<file path="src/rtl/acc_job_scheduler_if.sv">
// rtl/acc_job_scheduler_if.sv - job write and accelerator handshake bundle for acc_job_scheduler
interface acc_job_scheduler_if;
    logic       job_wr_valid;
    logic       job_wr_ready;
    logic [1:0] job_wr_kind;
    logic [3:0] job_wr_tag;
    logic       acc_ap_idle;
    logic [2:0] acc_ap_start;
    logic [2:0] acc_ap_done;
    logic       acc_sm_tvalid;
    logic       acc_sm_tready;
    logic       acc_sm_tlast;

    modport slave (
        input  job_wr_valid, job_wr_kind, job_wr_tag,
        input  acc_ap_idle, acc_ap_done, acc_sm_tvalid, acc_sm_tready, acc_sm_tlast,
        output job_wr_ready, acc_ap_start
    );

    modport master (
        output job_wr_valid, job_wr_kind, job_wr_tag,
        output acc_ap_idle, acc_ap_done, acc_sm_tvalid, acc_sm_tready, acc_sm_tlast,
        input  job_wr_ready, acc_ap_start
    );
endinterface

</file>
<file path="src/rtl/acc_job_scheduler.sv">
// rtl/acc_job_scheduler.sv - job queue and one-at-a-time sequencer for the shared accelerator
module acc_job_scheduler #(
    parameter int QDEPTH     = 4,
    parameter int TIMEOUT    = 20000,
    parameter int FIR_BEATS  = 64,
    parameter int MM_BEATS   = 16,
    parameter int SORT_BEATS = 10
) (
    input  logic                      clk,
    input  logic                      rst_n,
    acc_job_scheduler_if.slave        bus,
    input  logic                      abort,
    output logic                      busy,
    output logic [$clog2(QDEPTH):0]   q_level,
    output logic                      rej_pulse,
    output logic                      done_valid,
    output logic [3:0]                done_tag,
    output logic [1:0]                done_kind,
    output logic [6:0]                done_beats,
    output logic [1:0]                done_err,
    output logic [15:0]               jobs_done
);
    localparam int            AW    = $clog2(QDEPTH);
    localparam logic [AW:0]   QFULL = (AW+1)'(QDEPTH);
    localparam logic [15:0]   TLIM  = 16'(TIMEOUT - 1);

    typedef enum logic [2:0] {S_IDLE, S_ISSUE, S_RUN, S_DRAIN, S_REPORT} state_t;
    state_t state, state_nxt;

    logic [5:0]    q_mem [QDEPTH];
    logic [AW-1:0] wr_ptr, rd_ptr;
    logic [AW:0]   count;
    logic          push, pop, rej, beat, active, done_seen, done_wrong, tmo, mism;
    logic [1:0]    cur_kind, err_nxt;
    logic [3:0]    cur_tag;
    logic [15:0]   timer;
    logic [6:0]    beats, beats_nxt, beats_exp;
    logic [2:0]    start_q;

    // Reset forces ready low so every output reads 0 while rst_n is asserted.
    assign bus.job_wr_ready = rst_n && (count != QFULL) && !abort;
    assign push       = bus.job_wr_valid && bus.job_wr_ready && (bus.job_wr_kind != 2'd3);
    assign rej        = bus.job_wr_valid && bus.job_wr_ready && (bus.job_wr_kind == 2'd3);
    assign pop        = (state == S_IDLE) && (count != '0) && bus.acc_ap_idle;
    assign active     = (state == S_RUN) || (state == S_DRAIN);
    assign beat       = active && bus.acc_sm_tvalid && bus.acc_sm_tready;
    assign done_seen  = (state == S_RUN) && (bus.acc_ap_done != 3'b000);
    assign done_wrong = done_seen && (bus.acc_ap_done != (3'b001 << cur_kind));
    assign tmo        = active && !beat && (timer >= TLIM);

    assign bus.acc_ap_start = start_q;
    assign busy       = (state != S_IDLE);
    assign done_valid = (state == S_REPORT);
    assign q_level    = count;

    always_comb begin
        beats_nxt = beats;
        if (state == S_ISSUE)
            beats_nxt = '0;
        else if (beat && beats != 7'd127)
            beats_nxt = beats + 7'd1;
    end

    always_comb begin
        case (cur_kind)
            2'd0:    beats_exp = 7'(FIR_BEATS);
            2'd1:    beats_exp = 7'(MM_BEATS);
            default: beats_exp = 7'(SORT_BEATS);
        endcase
    end

    // Error priority: timeout over done mismatch over beat-count mismatch.
    always_comb begin
        err_nxt = 2'd0;
        if (tmo)
            err_nxt = 2'd2;
        else if (mism)
            err_nxt = 2'd3;
        else if (beats_nxt != beats_exp)
            err_nxt = 2'd1;
    end

    always_comb begin
        state_nxt = state;
        case (state)
            S_IDLE:   if (pop) state_nxt = S_ISSUE;
            S_ISSUE:  state_nxt = S_RUN;
            S_RUN: begin
                if (done_seen)
                    state_nxt = S_DRAIN;
                else if (tmo)
                    state_nxt = S_REPORT;
            end
            S_DRAIN: begin
                if (beat && bus.acc_sm_tlast)
                    state_nxt = S_REPORT;
                else if (tmo)
                    state_nxt = S_REPORT;
            end
            S_REPORT: state_nxt = S_IDLE;
            default:  state_nxt = S_IDLE;
        endcase
    end

    always_ff @(posedge clk) begin
        if (push)
            q_mem[wr_ptr] <= {bus.job_wr_kind, bus.job_wr_tag};
    end

    always_ff @(posedge clk or negedge rst_n) begin
        if (!rst_n) begin
            wr_ptr <= '0;
            rd_ptr <= '0;
            count  <= '0;
        end else if (abort) begin
            rd_ptr <= wr_ptr;
            count  <= '0;
        end else begin
            if (push) wr_ptr <= wr_ptr + 1'b1;
            if (pop)  rd_ptr <= rd_ptr + 1'b1;
            count <= count + (AW+1)'(push) - (AW+1)'(pop);
        end
    end

    always_ff @(posedge clk or negedge rst_n) begin
        if (!rst_n) begin
            state      <= S_IDLE;
            start_q    <= '0;
            cur_kind   <= '0;
            cur_tag    <= '0;
            timer      <= '0;
            beats      <= '0;
            mism       <= 1'b0;
            rej_pulse  <= 1'b0;
            done_tag   <= '0;
            done_kind  <= '0;
            done_beats <= '0;
            done_err   <= '0;
            jobs_done  <= '0;
        end else begin
            state     <= state_nxt;
            rej_pulse <= rej;
            beats     <= beats_nxt;
            start_q   <= pop ? (3'b001 << q_mem[rd_ptr][5:4]) : 3'b000;
            if (pop) begin
                cur_kind <= q_mem[rd_ptr][5:4];
                cur_tag  <= q_mem[rd_ptr][3:0];
            end
            if (state == S_ISSUE || beat || done_seen)
                timer <= '0;
            else if (active)
                timer <= timer + 16'd1;
            if (state == S_ISSUE)
                mism <= 1'b0;
            else if (done_wrong)
                mism <= 1'b1;
            // Record is captured on entry so done_* are valid alongside done_valid.
            if (state_nxt == S_REPORT && state != S_REPORT) begin
                done_tag   <= cur_tag;
                done_kind  <= cur_kind;
                done_beats <= beats_nxt;
                done_err   <= err_nxt;
                jobs_done  <= jobs_done + 16'd1;
            end
        end
    end
endmodule
</file>
<file path="src/flat_wrapper.sv">
// flat-port wrapper written by rule: the top's interface ports become plain ports
module acc_job_scheduler_flat 
#(
    parameter int QDEPTH     = 4,
    parameter int TIMEOUT    = 20000,
    parameter int FIR_BEATS  = 64,
    parameter int MM_BEATS   = 16,
    parameter int SORT_BEATS = 10
)
  (clk, rst_n, abort, busy, q_level, rej_pulse, done_valid, done_tag, done_kind, done_beats, done_err, jobs_done, bus_job_wr_valid, bus_job_wr_kind, bus_job_wr_tag, bus_acc_ap_idle, bus_acc_ap_done, bus_acc_sm_tvalid, bus_acc_sm_tready, bus_acc_sm_tlast, bus_job_wr_ready, bus_acc_ap_start);
  acc_job_scheduler_if bus_i ();
  input  logic clk;
  input  logic rst_n;
  input  logic abort;
  output logic busy;
  output logic [$clog2(QDEPTH):0] q_level;
  output logic rej_pulse;
  output logic done_valid;
  output logic [3:0] done_tag;
  output logic [1:0] done_kind;
  output logic [6:0] done_beats;
  output logic [1:0] done_err;
  output logic [15:0] jobs_done;
  input wire logic [$bits(bus_i.job_wr_valid)-1:0] bus_job_wr_valid;
  input wire logic [$bits(bus_i.job_wr_kind)-1:0] bus_job_wr_kind;
  input wire logic [$bits(bus_i.job_wr_tag)-1:0] bus_job_wr_tag;
  input wire logic [$bits(bus_i.acc_ap_idle)-1:0] bus_acc_ap_idle;
  input wire logic [$bits(bus_i.acc_ap_done)-1:0] bus_acc_ap_done;
  input wire logic [$bits(bus_i.acc_sm_tvalid)-1:0] bus_acc_sm_tvalid;
  input wire logic [$bits(bus_i.acc_sm_tready)-1:0] bus_acc_sm_tready;
  input wire logic [$bits(bus_i.acc_sm_tlast)-1:0] bus_acc_sm_tlast;
  output wire logic [$bits(bus_i.job_wr_ready)-1:0] bus_job_wr_ready;
  output wire logic [$bits(bus_i.acc_ap_start)-1:0] bus_acc_ap_start;
  assign bus_i.job_wr_valid = bus_job_wr_valid;
  assign bus_i.job_wr_kind = bus_job_wr_kind;
  assign bus_i.job_wr_tag = bus_job_wr_tag;
  assign bus_i.acc_ap_idle = bus_acc_ap_idle;
  assign bus_i.acc_ap_done = bus_acc_ap_done;
  assign bus_i.acc_sm_tvalid = bus_acc_sm_tvalid;
  assign bus_i.acc_sm_tready = bus_acc_sm_tready;
  assign bus_i.acc_sm_tlast = bus_acc_sm_tlast;
  assign bus_job_wr_ready = bus_i.job_wr_ready;
  assign bus_acc_ap_start = bus_i.acc_ap_start;
  acc_job_scheduler #(.QDEPTH(QDEPTH), .TIMEOUT(TIMEOUT), .FIR_BEATS(FIR_BEATS), .MM_BEATS(MM_BEATS), .SORT_BEATS(SORT_BEATS)) u_core (.clk(clk), .rst_n(rst_n), .bus(bus_i), .abort(abort), .busy(busy), .q_level(q_level), .rej_pulse(rej_pulse), .done_valid(done_valid), .done_tag(done_tag), .done_kind(done_kind), .done_beats(done_beats), .done_err(done_err), .jobs_done(jobs_done));
endmodule
</file>
<file path="config.mk">
export PLATFORM = sky130hd
export DESIGN_NAME = acc_job_scheduler_flat
export DESIGN_NICKNAME = d
export VERILOG_FILES = /design/src/rtl/acc_job_scheduler_if.sv /design/src/rtl/acc_job_scheduler.sv /design/src/flat_wrapper.sv
export SDC_FILE = /design/constraint.sdc
export NUM_CORES = 1
export LEC_CHECK = 0
export ABC_AREA = 1
export BUFFER_PORTS_ARGS = -buffer_cell sky130_fd_sc_hd__buf_4
export CAP_MARGIN = 25
export CORE_MARGIN = 2
export CORE_UTILIZATION = 50
export CTS_CLUSTER_DIAMETER = 30
export DETAILED_ROUTE_END_ITERATION = 8
export GPL_TIMING_DRIVEN = 0
export PLACE_DENSITY = 0.72
export SLEW_MARGIN = 20
export SYNTH_ARGS = -nofsm -noshare
export SYNTH_HDL_FRONTEND = slang
export SYNTH_SLANG_ARGS = --single-unit
export TNS_END_PERCENT = 100
</file>
<file path="constraint.sdc">
create_clock -name clk -period 2.2 [get_ports clk]
set_input_delay 0.22 -clock clk [delete_from_list [all_inputs] [get_ports clk]]
set_output_delay 0.22 -clock clk [all_outputs]
set_load 0.02 [all_outputs]
</file>
==> out/metrics.cfg <==
[outcome]
status=complete, but fails checks
violations=negative hold slack

[yosys]
synth_area_mm2=0.00483
ys_seq_area_share_pct=53.7
ys.flop_type=dfrtp_1
netlist_instances=542
ys_async_sr_fraction_pct=75.8
syn_avg_cell_area_um2=8.92
syn-num-nets=569
ys_warn_count=0
synth_edf_count=24
synth_seq_cells=99
yosysUniqueCellTypes=43

[grt]
grt_overflow=0
grt_pass1_vias=3728
grt_pass1_wl_um=17200
antenna_found_initial=0
gr-usage-all-layers_pct=21.1
grt_max_degree=77

[sta]
drv_slew=0
relSlewSlack_pct=59.1
min_period_ns=2.10
finalClockSkew_ns=0.00979
hold_violations=75
setup_viol=0
tns_ns=0
rsz0062_at_grt=true
whs_ns=-0.229
finalCritPeriodShare_pct=95.3
worstMarginPinSlew_ns=0.611
fmax_mhz=477

[power_and_ir_drop]
p_comb_share_pct=37.1
power_uw=6000
seqPwrFrac_pct=43.4
switching_share_pct=40.7
power_leakage_uw=0.00267
powerDensity_mw_per_mm2=1050
vdd_drop_max_uv=533
internal_power_uw=3550
p_sw_uw=2440
clkPwrFrac_pct=19.5

[floorplanning]
die_area_mm2=0.0105
die_w_um=102
core.rowCount=35
start_util_pct=51.8
io_pins=58
die_h_um=102
core_mm2=0.00933

[clock_network]
cts_buffers=9
clk_pin_slew_ns=0.11
clk_latency_ns=0.37
clock_sinks=99
htreeDepth=3
cts-root-buf=clkbuf_8
tritoncts=done
clockBufferDepth=2

[placement]
dpl_cell_area_mm2=0.00543
portBuffers=57
dp_hpwl_um=7360
routabilityCongestion=0.883

[routing]
drtPass1Iterations=5
finalWirelength_um=10100
num_vias=3846
wl_per_cell_um=13.5
drtAntennaViolNets=0
drc=0
drt_iter0_drc=173
viasPerCell=5.14

[critical_path]
arrival_ns=2.11
cp_slowest_stage_delay_ns=0.43
cp_data_required_time_ns=2.22
reg2reg_to=u_core.q_mem[3][3]$_DFFE_PP_
r2r_slack_ns=0.10
path_cells=inv_1 > a31oi_2 > nand2_1 > a21oi_1 > inv_1 > nor2_1
path_class=register to register
worstSetupStartpointType=register
endpoint_kind=register
cp_slowest_cell=dfrtp_1
path_depth=6
rr_worst_depth=6
crit_fanout=6
crit_path_frequent_cell=inv_1
worstReg2RegStart=u_core.q_level[1]$_DFF_PN0_
crit_family=simple AND/OR/NAND/NOR gates
worstPathBufferInverterCount=2

[layout]
num-nets-final=641
fin_area_mm2=0.00572
syn2layout_area_growth_pct=18.3
multi_input_area_mm2=0.00198
fill_cells=815
drive_above_1_share_pct=18.6
layout.area.seq_mm2=0.00260
antenna_cells=0

[worst_hold_path]
worst_hold_path_type=primary input to async pin

[flow_run]
cap_viol_max_count=0

## metrics by stage
stage,instances,util (%),setup WS (ns)
finish,748,61.3,0.104
global route,748,61.3,-0.0486
CTS,746,61.0,0.00740
detailed placement,728,58.2,-0.648
global placement,728,58.2,-0.571
floorplan,542,-,0.0418
## state kept, by name, summed over array words and instances, names as in the netlist, 3 cells and up
signal / count
u_core.timer: 16
u_core.bus.acc_ap_start: 3
u_core.cur_tag: 4
u_core.jobs_done: 16
u_core.q_level: 3
u_core.q_mem: 24
u_core.beats: 7
u_core.done_tag: 4
u_core.state: 3
u_core.done_beats: 7
## power groups by stage
stage | Clock [uW] | Combinational [uW] | Sequential, uW
floorplan | 0 | 1210 | 2780
global placement | 0 | 2080 | 2610
detailed placement | 0 | 2150 | 2630
CTS | 1200 | 2200 | 2600
global route | 1270 | 2500 | 2650
finish | 1170 | 2230 | 2600
## repair_timing
action / 4_1_cts / 5_1_grt
setup buffers: 2 / 2
pin swaps: 2 / 1
hold endpoints to repair: 75 / 75
resized for setup: 10 / 7
gates cloned: 0 / 0
setup endpoints to repair: 27 / 31
## Yosys cell counts (all sizes together), types with 7 or more instances
master,instances,share of area (%)
nand2,126,10
dfrtp,75,39
nor2,72,6.3
inv,62,4.8
nand3,44,4.8
a21oi,25,2.6
o21ai,25,2.6
edfxtp,24,15
nor3,14,1.8
xor2,14,2.5
ha,9,2.3
buf,7,1.1
nand4,7,0.91
xnor2,7,1.3
## how the worst max path moves through the flow
stage,from,endpoint,slack (ns)
after floorplan,u_core.state[1]$_DFF_PN0_,u_core.q_level[2]$_DFF_PN0_,0.04
after global placement,rst_n,u_core.q_mem[3][3]$_DFFE_PP_,-0.57
after detailed placement,rst_n,u_core.q_mem[2][3]$_DFFE_PP_,-0.65
after CTS,u_core.state[0]$_DFF_PN0_,u_core.q_level[2]$_DFF_PN0_,0.007
after global routing,u_core.q_level[1]$_DFF_PN0_,u_core.q_mem[3][4]$_DFFE_PP_,-0.05
final,u_core.q_level[1]$_DFF_PN0_,u_core.q_mem[3][3]$_DFFE_PP_,0.10
## metal layers
| metal | part of all wire (%) | global-route usage [%] | vias to the layer above |
|---|---|---|---|
| li1 | - | - | 1924 |
| met1 | 47 | 28.3 | 1818 |
| met2 | 47 | 34.5 | 92 |
| met3 | 4.1 | 4.17 | 12 |
| met4 | 1.4 | 7.49 | 0 |
| met5 | 0 | 0 | - |
## cell type report
class,instances,area share (%)
Sequential cell,99,45.5
Multi-Input combinational cell,370,34.6
Timing Repair Buffer,61,8.14
Inverter,63,4.14
Tap cell,129,2.82
Clock buffer,9,2.17
Clock inverter,7,1.42
Buffer,10,1.20
## layout by cell type, fill, tap and decap left out, types with 3 or more instances in the layout
cell type,instances
edfxtp_1,24
ha_1,9
dfrtp_2,4
a31oi_1,4
inv_2,4
nor2_2,5
clkbuf_1,3
nor4_1,5
o21ai_0,20
nand3b_1,4
xor2_1,14
nor3_1,10
buf_6,3
o21ai_1,5
nand3_1,42
nand2_1,119
dfrtp_1,71
nor2_4,3
a21oi_1,25
nand2_2,5
clkbuf_8,9
buf_4,62
xnor2_1,7
inv_1,58
nor2_1,63
nand4_1,7
## worst reg2reg max path, cell delays in order (launching register included)
cell and delay [ns]:
dfrtp_1 0.43, inv_1 0.11, a31oi_2 0.18, nand2_1 0.09
a21oi_1 0.33, inv_1 0.17, nor2_1 0.43
## cell families after synthesis
group                      count (synthesis)  share of synthesized area (%)
and+or+nand+nor                          274                           25.7
buffers and inverters                     73                           6.19
adders and majority gates                 10                           2.74
AOI/OAI and AO/OA                         65                           7.84
DFF                                       99                           53.7
xor gates and xnor gates                  21                           3.81
Power figures use the tool's default switching activity.
